<file path="src/rtl/pc_update_sequencer.sv">
// pc_update_sequencer
//   Multicycle PC-update controller. It accepts a one-cycle update request
//   (or an exception request) from the main control unit and drives the
//   PC-source select together with the PC/EPC/MDR/memory strobes.
//   Plain updates take one cycle. An exception saves EPC, reads the handler
//   byte from the vector address into MDR, and then loads PC from MDR.
//
// Ports
//   clk           rising-edge clock
//   reset         asynchronous, active-low reset
//   req_valid     update request, sampled only while ready=1
//   req_kind[2:0] 0 SEQ, 1 BR, 2 JMP, 3 JR, 4 RTE, 5-7 illegal
//   br_cond       branch-taken flag, sampled with the request
//   exc_req       exception request, sampled only while ready=1 (beats req_valid)
//   exc_cause[1:0] exception cause; cause 3 shares the vector of cause 2
//   ready         high only in IDLE
//   pc_src_sel    000 ULA, 001 AluOut, 010 concat, 011 MDR, 100 EPC
//   pc_write, epc_write, mem_rd, mdr_write  load/read strobes
//   mem_addr_vec  steers the memory-address mux to vec_addr
//   vec_addr      latched exception vector address
//   done          one-cycle pulse when a request completes
module pc_update_sequencer #(
  parameter int unsigned MEM_WAIT = 2,
  parameter int unsigned VEC_BASE = 253
) (
  input  logic        clk,
  input  logic        reset,
  input  logic        req_valid,
  input  logic [2:0]  req_kind,
  input  logic        br_cond,
  input  logic        exc_req,
  input  logic [1:0]  exc_cause,
  output logic        ready,
  output logic [2:0]  pc_src_sel,
  output logic        pc_write,
  output logic        epc_write,
  output logic        mem_addr_vec,
  output logic [31:0] vec_addr,
  output logic        mem_rd,
  output logic        mdr_write,
  output logic        done
);

  typedef enum logic [2:0] {
    IDLE     = 3'd0,
    UPD      = 3'd1,
    EXC_SAVE = 3'd2,
    EXC_RD   = 3'd3,
    EXC_WAIT = 3'd4,
    EXC_MDR  = 3'd5,
    EXC_LOAD = 3'd6
  } state_t;

  localparam int unsigned CW = (MEM_WAIT > 2) ? $clog2(MEM_WAIT) : 1;
  localparam logic [CW-1:0] WAIT_INIT = (MEM_WAIT >= 2) ? CW'(MEM_WAIT - 2) : '0;

  state_t        state_q, state_d;
  logic [CW-1:0] cnt_q, cnt_d;
  logic          ready_q, ready_d;
  logic [2:0]    pc_src_sel_q, pc_src_sel_d;
  logic          pc_write_q, pc_write_d;
  logic          epc_write_q, epc_write_d;
  logic          mem_addr_vec_q, mem_addr_vec_d;
  logic [31:0]   vec_addr_q, vec_addr_d;
  logic          mem_rd_q, mem_rd_d;
  logic          mdr_write_q, mdr_write_d;
  logic          done_q, done_d;
  logic [1:0]    cause_eff;

  assign cause_eff = (exc_cause == 2'd3) ? 2'd2 : exc_cause;

  // Outputs are registered: each strobe is computed for the state being
  // entered, so it is visible during the whole cycle spent in that state.
  always_comb begin
    state_d        = state_q;
    cnt_d          = cnt_q;
    pc_src_sel_d   = pc_src_sel_q;
    vec_addr_d     = vec_addr_q;
    pc_write_d     = 1'b0;
    epc_write_d    = 1'b0;
    mem_addr_vec_d = 1'b0;
    mem_rd_d       = 1'b0;
    mdr_write_d    = 1'b0;
    done_d         = 1'b0;

    case (state_q)
      IDLE: begin
        if (exc_req) begin
          state_d     = EXC_SAVE;
          epc_write_d = 1'b1;
          vec_addr_d  = 32'(VEC_BASE) + {30'd0, cause_eff};
        end else if (req_valid) begin
          state_d = UPD;
          done_d  = 1'b1;
          case (req_kind)
            3'd0: begin pc_src_sel_d = 3'b000; pc_write_d = 1'b1;    end
            3'd1: begin pc_src_sel_d = 3'b001; pc_write_d = br_cond; end
            3'd2: begin pc_src_sel_d = 3'b010; pc_write_d = 1'b1;    end
            3'd3: begin pc_src_sel_d = 3'b001; pc_write_d = 1'b1;    end
            3'd4: begin pc_src_sel_d = 3'b100; pc_write_d = 1'b1;    end
            default: ;
          endcase
        end
      end
      UPD: state_d = IDLE;
      EXC_SAVE: begin
        state_d        = EXC_RD;
        mem_addr_vec_d = 1'b1;
        mem_rd_d       = 1'b1;
      end
      EXC_RD: begin
        mem_addr_vec_d = 1'b1;
        if (MEM_WAIT <= 1) begin
          state_d     = EXC_MDR;
          mdr_write_d = 1'b1;
        end else begin
          state_d = EXC_WAIT;
          cnt_d   = WAIT_INIT;
        end
      end
      EXC_WAIT: begin
        mem_addr_vec_d = 1'b1;
        if (cnt_q == '0) begin
          state_d     = EXC_MDR;
          mdr_write_d = 1'b1;
        end else begin
          cnt_d = cnt_q - 1'b1;
        end
      end
      EXC_MDR: begin
        state_d      = EXC_LOAD;
        pc_src_sel_d = 3'b011;
        pc_write_d   = 1'b1;
        done_d       = 1'b1;
      end
      EXC_LOAD: state_d = IDLE;
      default:  state_d = IDLE;
    endcase

    ready_d = (state_d == IDLE);
  end

  always_ff @(posedge clk or negedge reset) begin
    if (!reset) begin
      state_q        <= IDLE;
      cnt_q          <= '0;
      ready_q        <= 1'b1;
      pc_src_sel_q   <= '0;
      pc_write_q     <= 1'b0;
      epc_write_q    <= 1'b0;
      mem_addr_vec_q <= 1'b0;
      vec_addr_q     <= '0;
      mem_rd_q       <= 1'b0;
      mdr_write_q    <= 1'b0;
      done_q         <= 1'b0;
    end else begin
      state_q        <= state_d;
      cnt_q          <= cnt_d;
      ready_q        <= ready_d;
      pc_src_sel_q   <= pc_src_sel_d;
      pc_write_q     <= pc_write_d;
      epc_write_q    <= epc_write_d;
      mem_addr_vec_q <= mem_addr_vec_d;
      vec_addr_q     <= vec_addr_d;
      mem_rd_q       <= mem_rd_d;
      mdr_write_q    <= mdr_write_d;
      done_q         <= done_d;
    end
  end

  assign ready        = ready_q;
  assign pc_src_sel   = pc_src_sel_q;
  assign pc_write     = pc_write_q;
  assign epc_write    = epc_write_q;
  assign mem_addr_vec = mem_addr_vec_q;
  assign vec_addr     = vec_addr_q;
  assign mem_rd       = mem_rd_q;
  assign mdr_write    = mdr_write_q;
  assign done         = done_q;

endmodule
</file>
<file path="config.mk">
export PLATFORM = sky130hd
export DESIGN_NAME = pc_update_sequencer
export DESIGN_NICKNAME = d
export VERILOG_FILES = /design/src/rtl/pc_update_sequencer.sv
export SDC_FILE = /design/constraint.sdc
export NUM_CORES = 1
export LEC_CHECK = 0
export ABC_AREA = 1
export CORE_MARGIN = 10
export CORE_UTILIZATION = 35
export DETAILED_ROUTE_END_ITERATION = 10
export PLACE_DENSITY = 0.76
export SLEW_MARGIN = 20
export SYNTH_ARGS = -nofsm -noshare
export SYNTH_HDL_FRONTEND = slang
export SYNTH_SLANG_ARGS = --single-unit
</file>
<file path="constraint.sdc">
create_clock -name clk -period 1.15 [get_ports clk]
set_input_delay 0.1725 -clock clk [delete_from_list [all_inputs] [get_ports clk]]
set_output_delay 0.1725 -clock clk [all_outputs]
set_load 0.1 [all_outputs]
</file>
### Word-level counts from Yosys, hierarchy flattened

Index checks and enable logic that the tools add are counted.

* input port bits: 10
* word-level logic and storage cells: 59
* output and inout port bits: 42
* bits in registers: 46

* reductions and logical operators: 10
* $add $sub $neg: 2
* equality and inequality tests: 12
* multiplexer cells: 24

Operator list (count)
* 3-bit 2-to-1 mux: 5
* 3-bit case mux with 5 select lines: 1
* 3-bit by 2-bit == test with 1-bit output (second input constant): 4
* 3-bit case mux with 4 select lines: 1
* 1-bit 2-to-1 mux: 11
* 8-bit by 2-bit adder with 9-bit output (first input constant): 1
* 3-bit == test (second input constant): 3
* 3-bit zero test: 3
* 1-bit case mux with 2 select lines: 4
* 3-bit case mux with 2 select lines: 1
* 5-bit by 2-bit != test with 1-bit output (second input constant): 1
* 2-bit != test (second input constant): 2
* 4-bit AND reduction: 1
* 2-bit nonzero test: 2
* 4-bit OR reduction: 1
* 3-bit by 1-bit == test with 1-bit output (second input constant): 1
* 3-bit OR reduction: 1
* 2-bit == test (second input constant): 1
* 2-bit 2-to-1 mux: 1
* 2-bit AND reduction: 1
* 2-bit OR reduction: 1
* 1-bit subtractor (second input constant): 1

### Logic depth before layout (Yosys ltp)

* depth in word-level cells: 6
* mapped depth: 7
* mapped depth without buffers: 7

### Worst setup path after synthesis

No wires, ideal clock.

* path kind: register to output
* start: register, netlist name vec_addr[7]
* end: output vec_addr[3]
* stages on the path, launching flop included: 2
* data arrival time: 1.401 ns
* buffers on the path: 1
* required time: 0.978 ns
* slack: -0.423 ns
* cells stage by stage: dfrtp_1 -> buf_4

RTL lines
* end: declaration: line 38 `output logic [31:0] vec_addr,`

==> metrics.cfg <==
[die]
dieArea_mm2 = 0.00529
initial_core_util_pct = 35.9
ios = 52
rows = 19
coreArea_mm2 = 0.00271
dieHeight_um = 72.7
die_w_um = 72.7

[clock_tree]
clkLatencyLatePin_ps = 280
tritoncts = done
clkSinkCount = 17
root_buffer = clkbuf_4
post-cts-setup-buffers = 0
clkTransAtPathRegs_ps = 90
htreeDepth = 1
cts_made_buffers = 3
clk_path_buf_depth = 2

[layout]
multi_input_area_um2 = 423
finalNetCount = 157
regArea_um2 = 433
fillers = 239
n_antenna_cell = 0
syn_to_final_growth_pct = 51.1
final_common_cell = conb_1
final_cell_mix = 23 x conb_1, 21 x nand2_1, 19 x buf_12, 13 x dfrtp_1
post_route_cells_drive_above_1_share_pct = 34.5

[synthesis]
synth.area.top_cells = dfrtp_1 41%, buf_4 22%, nand2_1 9.7%
syn_inst = 116
synth.ff_latch_count = 17
synth_cell_types = 19
synth.avg_cell_area_um2 = 8.38
mappedNetlistArea_um2 = 972
synth_largest_area_cell = dfrtp_1
yosysTopAreaCellShare_pct = 41.2
synth_warnings = 0
seq_area_frac_synth_pct = 43.9

[run_status]
violations = negative setup slack
outcome = finished, violations left

[power]
power_switching_mw = 2.58
pwr-share-seq_pct = 23.7
power_density_mw_per_mm2 = 3050
peakVddDrop_mv = 1.71
power_switching_share_pct = 57.5
power.internal_mw = 1.91
power_mw = 4.49
leakagePower_nw = 0.773
p_comb_share_pct = 69.5
p_clk_share_pct = 6.8

[critical_path]
r2r_slack_ps = -30
path_delay_family = flip-flops
crit_arrival_ps = 1050
crit_path_end_kind = output port
critical_path_required_ps = 980
crit_fanout = 7
startpoint = vec_addr[7]$_DFFE_PN0P_
crit_type = reg2out
critical_path.max_stage_delay_ps = 570
slowest_stage = dfrtp_4
rr_worst_depth = 6
reg2reg_to = vec_addr[1]$_DFFE_PN0P_
path_cells = buf_12
r2r_start = state_q[1]$_DFF_PN0_
cp_num_buf_inv = 1
start_kind = flop

[flow_run]
max_cap_viol_count = 0

[global_route]
grt_max_degree = 18
grt_pass1_wl_um = 3300
grt-ovfl-total = 0
antenna_found_initial = 0
grt_pass1_vias = 804
track_usage_pct = 7.54

[sta]
min_period_ps = 1230
max_freq_ghz = 0.815
fin_ws_ps = -76.5
rsz0062_at_grt = true
setup_viol = 10
maxSlewViolCount = 0
whs_ps = 193
finalHoldViolCount = 0
layout_worst_path_cycle_share_pct = 107
finClkSkew_ps = 6.74

[routing]
dr.pass1.iters = 4
drt-wirelength-per-cell_um = 12.3
wirelength_um = 2160
viasPerCell = 4.29
drc = 0
vias = 755
ant_nets = 0
drt_iter0_markers = 27

[placement]
place_congestion = 0.772
hpwl_um = 1810
portBuffers = 28

[min_path]
min_path_type = in2async

==> state kept, by name (all words and copies together) (netlist names) <==
register,flops
done,1
epc_write,1
mdr_write,1
mem_addr_vec,1
mem_rd,1
pc_src_sel,3
pc_write,1
ready,1
state_q,3
vec_addr,4
==> metal layers <==
layer	routed length (µm)	track usage [%]	vias up
li1	-	-	365
met1	835	7.54	334
met2	1100	13.5	50
met3	199	3.13	6
met4	31	2.95	0
met5	0	0	-
==> per-stage QoR <==
step	area [µm²]	setup WS (ps)	util (%)	setup TNS [ps]	std cells
global placement	1380	-127	50.9	-493	172
finish	1470	-76.5	54.2	-535	176
global route	1470	-115	54.2	-1200	176
floorplan	1060	4.40	-	0	138
detailed placement	1380	-231	50.9	-835	172
CTS	1430	-85.4	52.7	-547	176
==> logic make-up after synthesis <==
kind of cell / count (synthesis) / synth area share (%)
and+or+nand+nor: 48 / 23.7
buffers and inverters: 42 / 27.0
DFF: 17 / 43.9
AOI/OAI and AO/OA: 7 / 3.73
adders and majority gates: 1 / 1.29
other: 1 / 0.386
==> power by group through the flow <==
stage	Combinational (mW)	Sequential, mW	Clock (mW)
6_report	3.12	1.06	0.305
3_5_place_dp	2.97	1.03	0
3_3_place_gp	2.93	1.02	0
2_1_floorplan	1.03	2.06	0
5_1_grt	3.31	1.08	0.343
4_1_cts	3.02	1.05	0.308
==> how the worst max path moves through the flow <==
stage | to | slack, ps | cells past startpoint
floorplan | pc_src_sel[0]$_DFFE_PN0P_ | 4 | 2
detailed placement | pc_src_sel[0]$_DFFE_PN0P_ | -230 | 7
global placement | pc_src_sel[1]$_DFFE_PN0P_ | -130 | 7
CTS | vec_addr[5] | -90 | 1
finish | vec_addr[5] | -80 | 1
global route | vec_addr[5] | -120 | 1
==> synth_stat cells <==
library cell and number:
conb_1 1, ha_1 1, or2_2 1, nor2_1 5, dfstp_2 1, nand2_1 25
inv_1 12, buf_4 28, nand3_2 1, nand3b_1 1, nand3_1 8, nor2_2 3
nand2_2 2, o22ai_1 1, dfrtp_1 16, nor2_4 1, nand2_4 1, o21ai_0 6
inv_2 2
==> final cells by class <==
type	count	share of cell area [%]
clock buffers	4	1.79
inverters	14	3.75
multi-input cells	79	28.8
flip-flops and latches	17	29.5
well taps	31	2.64
repair buffers	31	33.6
==> timing repair <==
item                                    in CTS  in global routing
endpoints found under the setup margin      14                 15
endpoints found under the hold margin        0                  0
pin swaps                                    0                  5
gates resized for setup                      6                 13
hold buffers                                 0                  0
(Power assumes the default switching activity.)
